$ cat config.mk
export PLATFORM = sky130hd
export DESIGN_NAME = ps2_host_tx
export DESIGN_NICKNAME = d
export VERILOG_FILES = /design/src/rtl/ps2_pkg.sv /design/src/rtl/ps2_line_filter.sv /design/src/rtl/ps2_host_tx.sv
export SDC_FILE = /design/constraint.sdc
export NUM_CORES = 1
export LEC_CHECK = 0
export BUFFER_PORTS_ARGS = -buffer_cell sky130_fd_sc_hd__clkbuf_2
export CAP_MARGIN = 20
export CORE_MARGIN = 5
export CORE_UTILIZATION = 52
export DETAILED_ROUTE_END_ITERATION = 6
export GPL_ROUTABILITY_DRIVEN = 1
export GPL_TIMING_DRIVEN = 0
export PLACE_DENSITY = 0.75
export SKIP_CTS_REPAIR_TIMING = 1
export SYNTH_ARGS = -nofsm -noshare
export SYNTH_HDL_FRONTEND = slang
export SYNTH_SLANG_ARGS = --single-unit
$ cat constraint.sdc
create_clock -name clk -period 2.3 [get_ports clk]
set_input_delay 0.345 -clock clk [delete_from_list [all_inputs] [get_ports clk]]
set_output_delay 0.345 -clock clk [all_outputs]
set_load 0.02 [all_outputs]
$ cat src/rtl/ps2_pkg.sv
// rtl/ps2_pkg.sv - shared types and constants for the PS/2 host transmitter
//
// Holds the transmit FSM state enum and the bit positions of the status word
// returned on DAT_O.

package ps2_pkg;

    typedef enum logic [2:0] {
        IDLE,
        INHIBIT,
        RTS,
        SHIFT,
        ACKW,
        IDLEWAIT
    } state_t;

    localparam int ST_BUSY    = 0;
    localparam int ST_DONE    = 1;
    localparam int ST_ACK     = 2;
    localparam int ST_ERR     = 3;
    localparam int ST_OVR     = 4;
    localparam int ST_CMD_LSB = 8;

endpackage

$ cat src/rtl/ps2_line_filter.sv
// rtl/ps2_line_filter.sv - synchroniser, glitch filter and fall-edge detector for one PS/2 line
//
// Ports:
//   clk   system clock
//   rst   synchronous active-high reset
//   raw   asynchronous pin level
//   filt  filtered level; follows the line only after FILTER_LEN equal samples
//   fall  one-cycle pulse when filt goes 1 -> 0

module ps2_line_filter #(
    parameter int FILTER_LEN = 8
) (
    input  logic clk,
    input  logic rst,
    input  logic raw,
    output logic filt,
    output logic fall
);

    localparam int CW = $clog2(FILTER_LEN + 1);
    localparam logic [CW-1:0] CNT_LAST = CW'(FILTER_LEN - 1);

    logic          sync_0;
    logic          sync_1;
    logic [CW-1:0] cnt;

    // Lines idle high, so the synchroniser and filter come out of reset high
    // to avoid a spurious falling edge.
    always_ff @(posedge clk) begin
        if (rst) begin
            sync_0 <= 1'b1;
            sync_1 <= 1'b1;
            filt   <= 1'b1;
            cnt    <= '0;
            fall   <= 1'b0;
        end else begin
            sync_0 <= raw;
            sync_1 <= sync_0;
            fall   <= 1'b0;
            if (sync_1 == filt) begin
                cnt <= '0;
            end else if (cnt == CNT_LAST) begin
                // FILTER_LEN consecutive differing samples: accept the new level.
                filt <= sync_1;
                fall <= filt;
                cnt  <= '0;
            end else begin
                cnt <= cnt + 1'b1;
            end
        end
    end

endmodule

$ cat src/rtl/ps2_host_tx.sv
// rtl/ps2_host_tx.sv - bus slave that sends one command byte host-to-device over PS/2
//
// Ports:
//   clk, rst           system clock, synchronous active-high reset
//   STB, WE, DAT_I     bus strobe, write enable, write data ([7:0] = command)
//   ACK, DAT_O         bus acknowledge, registered status word
//   ps2c_in, ps2d_in   raw PS/2 clock / data pin levels
//   ps2c_oe, ps2d_oe   1 = pull the corresponding line low
//   busy               transfer in progress

module ps2_host_tx #(
    parameter int INHIBIT_CYCLES = 12000,
    parameter int TIMEOUT_CYCLES = 2000000,
    parameter int FILTER_LEN     = 8
) (
    input  logic        clk,
    input  logic        rst,
    input  logic        STB,
    input  logic        WE,
    input  logic [31:0] DAT_I,
    output logic        ACK,
    output logic [31:0] DAT_O,
    input  logic        ps2c_in,
    input  logic        ps2d_in,
    output logic        ps2c_oe,
    output logic        ps2d_oe,
    output logic        busy
);

    import ps2_pkg::*;

    localparam logic [31:0] INH_LAST = 32'(INHIBIT_CYCLES - 1);
    localparam logic [31:0] TO_LAST  = 32'(TIMEOUT_CYCLES - 1);

    state_t      state;
    logic        stb_d;
    logic        wr_edge;
    logic [7:0]  cmd;
    logic        parity;
    logic        done;
    logic        ack_ok;
    logic        err;
    logic        overrun;
    logic [31:0] inh_cnt;
    logic [31:0] to_cnt;
    logic [3:0]  bit_n;
    logic        c_filt;
    logic        c_fall;
    logic        d_filt;
    logic        d_fall_unused;
    logic        active;
    logic        to_hit;
    logic [31:0] status;
    logic        dat_unused;

    assign dat_unused = &{1'b0, DAT_I[31:8]};

    ps2_line_filter #(.FILTER_LEN(FILTER_LEN)) u_filt_c (
        .clk  (clk),
        .rst  (rst),
        .raw  (ps2c_in),
        .filt (c_filt),
        .fall (c_fall)
    );

    ps2_line_filter #(.FILTER_LEN(FILTER_LEN)) u_filt_d (
        .clk  (clk),
        .rst  (rst),
        .raw  (ps2d_in),
        .filt (d_filt),
        .fall (d_fall_unused)
    );

    // Only the rising edge of STB starts a transaction, so a held strobe
    // cannot launch a second transfer.
    assign wr_edge = STB & ~stb_d & WE;

    // States in which the device owns the clock and may stall forever.
    assign active = (state == RTS) || (state == SHIFT) ||
                    (state == ACKW) || (state == IDLEWAIT);
    assign to_hit = active && !c_fall && (to_cnt == TO_LAST);

    always_comb begin
        status                       = '0;
        status[ST_BUSY]              = busy;
        status[ST_DONE]              = done;
        status[ST_ACK]               = ack_ok;
        status[ST_ERR]               = err;
        status[ST_OVR]               = overrun;
        status[ST_CMD_LSB +: 8]      = cmd;
    end

    always_ff @(posedge clk) begin
        if (rst) begin
            state   <= IDLE;
            stb_d   <= 1'b0;
            ACK     <= 1'b0;
            DAT_O   <= '0;
            ps2c_oe <= 1'b0;
            ps2d_oe <= 1'b0;
            busy    <= 1'b0;
            cmd     <= '0;
            parity  <= 1'b0;
            done    <= 1'b0;
            ack_ok  <= 1'b0;
            err     <= 1'b0;
            overrun <= 1'b0;
            inh_cnt <= '0;
            to_cnt  <= '0;
            bit_n   <= '0;
        end else begin
            stb_d <= STB;
            ACK   <= STB;
            DAT_O <= status;

            if (active) begin
                to_cnt <= c_fall ? '0 : to_cnt + 32'd1;
            end

            // A write while a transfer is in flight (including the cycle that
            // completes it) is dropped and only flagged.
            if (wr_edge && state != IDLE) begin
                overrun <= 1'b1;
            end

            case (state)
                IDLE: begin
                    if (wr_edge) begin
                        cmd     <= DAT_I[7:0];
                        parity  <= ~^DAT_I[7:0];
                        done    <= 1'b0;
                        ack_ok  <= 1'b0;
                        err     <= 1'b0;
                        overrun <= 1'b0;
                        inh_cnt <= '0;
                        ps2c_oe <= 1'b1;
                        busy    <= 1'b1;
                        state   <= INHIBIT;
                    end
                end
                INHIBIT: begin
                    if (inh_cnt == INH_LAST) begin
                        // Release clock and assert the start bit together.
                        ps2c_oe <= 1'b0;
                        ps2d_oe <= 1'b1;
                        to_cnt  <= '0;
                        bit_n   <= '0;
                        state   <= RTS;
                    end else begin
                        inh_cnt <= inh_cnt + 32'd1;
                    end
                end
                RTS: begin
                    if (c_fall) begin
                        ps2d_oe <= ~cmd[0];
                        bit_n   <= 4'd1;
                        state   <= SHIFT;
                    end
                end
                SHIFT: begin
                    // bit_n counts device clock falls seen so far; this fall is bit_n+1.
                    if (c_fall) begin
                        bit_n <= bit_n + 4'd1;
                        if (bit_n < 4'd8) begin
                            ps2d_oe <= ~cmd[bit_n[2:0]];
                        end else if (bit_n == 4'd8) begin
                            ps2d_oe <= ~parity;
                        end else begin
                            ps2d_oe <= 1'b0;
                            state   <= ACKW;
                        end
                    end
                end
                ACKW: begin
                    if (c_fall) begin
                        ack_ok <= ~d_filt;
                        state  <= IDLEWAIT;
                    end
                end
                IDLEWAIT: begin
                    if (c_filt && d_filt) begin
                        done  <= 1'b1;
                        busy  <= 1'b0;
                        state <= IDLE;
                    end
                end
                default: state <= IDLE;
            endcase

            if (to_hit) begin
                err     <= 1'b1;
                done    <= 1'b1;
                ps2c_oe <= 1'b0;
                ps2d_oe <= 1'b0;
                busy    <= 1'b0;
                state   <= IDLE;
            end
        end
    end

endmodule

### Word-level counts from Yosys, hierarchy flattened

Cells that the tools add are included.

| storage, ports and cells | value |
|---|---|
| register bits | 135 |
| logic and storage cells | 142 |

| cells by class | value |
|---|---|
| add/subtract/negate cells | 5 |
| $lt $le $gt $ge | 2 |
| equality and inequality tests | 23 |
| muxes and demuxes | 44 |
| bitwise operators | 10 |
| reduce and logical (&&, ||, !) cells | 33 |

Operators with widths:

| kind | count |
|---|---|
| 32-bit two-way mux | 6 |
| 32-bit by 1-bit adder with 32-bit output (second input constant) | 2 |
| 32-bit case mux with 2 select lines | 1 |
| 32-bit by 14-bit equality test with 1-bit output (second input constant) | 1 |
| 32-bit by 21-bit equality test with 1-bit output (second input constant) | 1 |
| 3-bit two-way mux | 8 |
| 1-bit two-way mux | 18 |
| 3-bit case mux with 6 select lines | 1 |
| 3-bit AND reduction | 5 |
| 4-bit by 1-bit adder with 4-bit output (second input constant) | 3 |
| 4-bit two-way mux | 3 |
| 4-bit case mux with 3 select lines | 1 |
| 2-bit != test (second input constant) | 5 |
| 2-bit nonzero test | 5 |
| 3-bit nonzero test | 3 |
| 3-bit OR reduction | 3 |
| 4-bit by 3-bit equality test with 1-bit output (second input constant) | 2 |
| 2-bit by 1-bit != test with 1-bit output (second input constant) | 4 |
| 1-bit NOT | 8 |
| 1-bit case mux with 2 select lines | 4 |
| 2-bit AND reduction | 4 |
| 8-bit AND reduction | 1 |
| 8-bit XNOR reduction | 1 |
| 3-bit by 2-bit equality test with 1-bit output (second input constant) | 2 |
| 17 further kinds | 25 |

### Logic depth before layout (Yosys ltp)

| depth | value |
|---|---|
| depth in word-level cells | 8 |
| depth in mapped cells | 9 |
| depth with buffers taken out | 7 |

### By module

Synthesis repeated with hierarchy kept, for this count alone.

| second synthesis, totals | value |
|---|---|
| cell total of the unflattened synthesis | 697 |
| area, all modules | 5764.3 µm² |

By module, submodules not included:

| module | instances | cells an instance | area each (µm²) | sequential area each (µm²) |
|---|---|---|---|---|
| ps2_host_tx | 1 | 645 | 5163.7 | 2021.9 |
| ps2_line_filter | 2 | 26 | 300.3 | 160.2 |

### Worst setup path after synthesis

No wires, ideal clock.

| timing | value |
|---|---|
| kind | flip-flop to flip-flop |
| from | register state[1] |
| to | register inh_cnt[30] |
| setup time | 70 ps |
| arrival time | 2139 ps |
| data required time | 2230 ps |
| setup slack | 90 ps |
| stages on the path, launching flop included | 9 |
| buffers on the path | 3 |
| clock period less this slack | 2210 ps |
| cells stage by stage | dfxtp_1 > buf_6 > or2_1 > buf_2 > or3_1 > buf_6 > a211o_1 > or4_1 > a21oi_1 |

| between the ends | value |
|---|---|
| longest elaborated chain between the ends | 3 |
| elaborated cells on any way between the ends | 7 |

RTL lines:

| what | line | source |
|---|---|---|
| from (decl) | ps2_host_tx.sv:35 | `state_t state;` |
| from (signal assigned) | ps2_host_tx.sv:95 | `state <= IDLE;` |
| from (signal assigned) | ps2_host_tx.sv:138 | `state <= INHIBIT;` |
| from (signal assigned) | ps2_host_tx.sv:148 | `state <= RTS;` |
| 3-bit by 1-bit equality test with 1-bit output / 3-bit zero test (equally long branches) | ps2_host_tx.sv:126 | `case (state)` |
| 2-bit != test (no line) / 2-bit nonzero test (equally long branches) | -- |  |
| 3-bit AND reduction (no line) | -- |  |
| to (signal assigned) | ps2_host_tx.sv:150 | `inh_cnt <= inh_cnt + 32'd1;` |
| to (decl) | ps2_host_tx.sv:44 | `logic [31:0] inh_cnt;` |

Parallel ways exist; a longest one is shown, timed or not.
A chain may end at the register's enable or synchronous reset.

### Worst setup path in the final report

| timing | value |
|---|---|
| from | register inh_cnt[0] |
| to | register inh_cnt[1] |

| between the ends | value |
|---|---|
| longest elaborated chain between the ends | 3 |
| elaborated cells on any way between the ends | 6 |

RTL lines:

| what | line |
|---|---|
| 32-bit by 1-bit adder with 32-bit output / 32-bit by 14-bit equality test with 1-bit output (equally long branches) | ps2_host_tx.sv:150, ps2_host_tx.sv:142 |
| 32-bit two-way mux / 2-bit != test (equally long branches) | -- |
| 32-bit case mux with 2 select lines / 3-bit AND reduction (equally long branches) | -- |

Parallel ways exist; a longest one is shown, timed or not. The select of a mux whose other input is x is not followed.

==> results.sh <==
export IMPL_clock_latency_ns=0.52
export IMPL_die_h_um=114
export IMPL_synth_cell_types=54
export IMPL_dp_hpwl_mm=9.69
export IMPL_syn_area_per_cell_um2=8.33
export IMPL_final_util_pct=63.6
export IMPL_synth_common_cells="dfxtp_1 (116), nand2_1 (81), nor2_1 (59)"
export IMPL_status="complete, no violations"
export IMPL_yosysTopAreaCell="dfxtp_1"
export IMPL_critPathCaptureType="register"
export IMPL_path_cells="ha_1 > nand3_2 > nand4b_1 > o21ai_4 > buf_4 > clkbuf_4 > nand3_1 > a21oi_1"
export IMPL_htreeDepth=4
export IMPL_tightest_slew_ns=0.645
export IMPL_skew_ns=0.00901
export IMPL_min_period_ns=2.23
export IMPL_holdCritPathClass="input port to register"
export IMPL_die_w_um=114
export IMPL_cp_start_kind="register"
export IMPL_cp_slowest_cell="dfxtp_1"
export IMPL_crit_family="simple AND/OR/NAND/NOR gates"
export IMPL_finalSetupViolCount=0
export IMPL_synth_area_um2=5650
export IMPL_multi_input_area_um2=3150
export IMPL_clock_path_buffers=2
export IMPL_drt_total_wl_mm=14.1
export IMPL_postRouteAntennaNets=0
export IMPL_drt_pass1_iter_count=7
export IMPL_clkSinkCount=116
export IMPL_grt_first_pass_wirelength_mm=23.9
export IMPL_groute_usage_overall_pct=22.2
export IMPL_cts_root_buf="clkbuf_8"
export IMPL_drv_slew=0
export IMPL_vias=5359
export IMPL_drcViolationCount=0
export IMPL_crit_required_ns=2.75
export IMPL_max_freq_mhz=448
export IMPL_rsz0062_at_grt="yes"
export IMPL_ys_flop_type="dfxtp_1"
export IMPL_rows=38
export IMPL_path_max_fanout=10
export IMPL_synth_top_area_share_pct=41.1
export IMPL_synth_edff_count=0
export IMPL_die_area_um2=13000
export IMPL_diodes=0
export IMPL_async_flop_share_pct=0
export IMPL_area_growth_pct=21.0
export IMPL_hold_violations=0
export IMPL_drive_gt1_share_pct=17.4
export IMPL_overflow=0
export IMPL_gp_congestion=0.889
export IMPL_p_per_area_nw_per_um2=731
export IMPL_cp_buffers_inverters=2
export IMPL_grt_max_degree=17
export IMPL_setup_worst_path_class="register to register"
export IMPL_synthCells=678
export IMPL_cts_made_buffers=17
export IMPL_core_um2=10700
export IMPL_fill_cells=943
export IMPL_io_pins=74
export IMPL_synth_most_common_cell="dfxtp_1"
export IMPL_grt_pass1_vias=5073
export IMPL_numPortBuffers=30
export IMPL_yosys_warnings=0
export IMPL_drtIter0Drc=359
export IMPL_clkSlewWorstSetupHoldPaths_ns=0.06
export IMPL_antenna_found_initial=0
export IMPL_regArea_um2=2320
export IMPL_max_cap_violations=0
export IMPL_ir_drop_mv=0.572
export IMPL_post_route_period_util_pct=97.2
export IMPL_initial_core_util_pct=52.5
export IMPL_ys_seq_area_share_pct=41.1
export IMPL_synth_ff_latch_count=116
export IMPL_finalNetCount=800
export IMPL_critPathMaxStageDelay_ns=0.39
export IMPL_routedWlPerCell_um=15.5
export IMPL_viasPerCell=5.90
export IMPL_max_slew_margin_pct=56.6
export IMPL_synth_top_cells_by_area="dfxtp_1 (41%), nand2_1 (5.4%), xnor2_1 (4.2%)"
export IMPL_cp_arrival_ns=2.68
export IMPL_p_leak_nw=2.44
export IMPL_cts_tree="done"
export IMPL_finalPower_mw=4.99
## flip-flops by register name (all words and copies together), names as in the netlist, 3 cells and up, named ones only
name,flops
state,3
bit_n,4
cmd,8
inh_cnt,32
u_filt_d.cnt,4
to_cnt,32
u_filt_c.cnt,4
DAT_O,13
## logic make-up after synthesis
family                     count (synthesis)  synth area share (%)
and+or+nand+nor                          316                  28.6
xor gates and xnor gates                  33                  5.12
buffers and inverters                     69                  6.18
DFF                                      116                  41.1
adders and majority gates                  6                  1.33
AOI/OAI and AO/OA                        124                  14.7
other                                      1                0.0664
muxes                                     13                  2.81
## layout make-up
type,count,area share [%]
Multi-Input combinational cell,511,46.1
Buffer,51,4.36
Clock buffer,18,6.26
Inverter,17,0.934
Timing Repair Buffer,42,3.55
Sequential cell,116,34.0
Tap cell,140,2.56
Clock inverter,14,2.27
## power by group
part           internal (mW)  switching, mW  leakage, nW
Combinational          0.128          0.238         1.23
Sequential              2.04         0.0192        0.938
Clock                   1.58          0.995        0.270
Total                   3.74           1.25         2.44
## per-stage QoR
stage | hold slack, ns | cell area (um^2) | setup WS [ns] | cells | setup TNS [ns]
after floorplan | 0.389 | 5710 | 0.0902 | 696 | 0
after global placement | 0.393 | 6040 | -0.331 | 866 | -8.73
after detailed placement | 0.396 | 6040 | -0.426 | 867 | -12.68
after CTS | -0.0152 | 6630 | -0.440 | 899 | -13.61
after global routing | 0.0530 | 6830 | -0.0451 | 909 | -0.687
final | 0.0523 | 6830 | 0.0654 | 909 | 0
## layout by cell type, fill, tap and decap left out, drive strengths merged, types with 6 or more instances in the layout
cell type,count
conb,19
or2,8
a31oi,7
o2111ai,11
nand3,39
nand2,81
a2111o,13
and4,7
o21ai,19
a21oi,47
mux2i,8
or4,12
inv,19
nor2,59
nor4,14
nand2b,7
nand4,23
xnor2,27
nor2b,16
ha,6
o211ai,6
o31ai,7
dfxtp,116
clkbuf,75
xor2,6
buf,34
nor3,19
or3,7
and2,7
## per-layer routing
| metal | up-vias | global-route usage [%] | routed length, um |
|---|---|---|---|
| li1 | 2576 | - | - |
| met1 | 2536 | 29.0 | 6100 |
| met2 | 210 | 34.9 | 6700 |
| met3 | 37 | 5.23 | 931 |
| met4 | 0 | 10.4 | 354 |
| met5 | - | 0 | 0 |
## final timing paths
path	startpoint	endpoint	slack (ns)	cells past startpoint
setup / recovery	inh_cnt[0]	inh_cnt[1]	0.07	8
hold / removal	STB	stb_d	0.05	2
setup reg to reg	inh_cnt[0]	inh_cnt[1]	0.07	8
hold reg to reg	u_filt_c.sync_0	u_filt_c.sync_1	0.41	1
(Power assumes the default switching activity.)
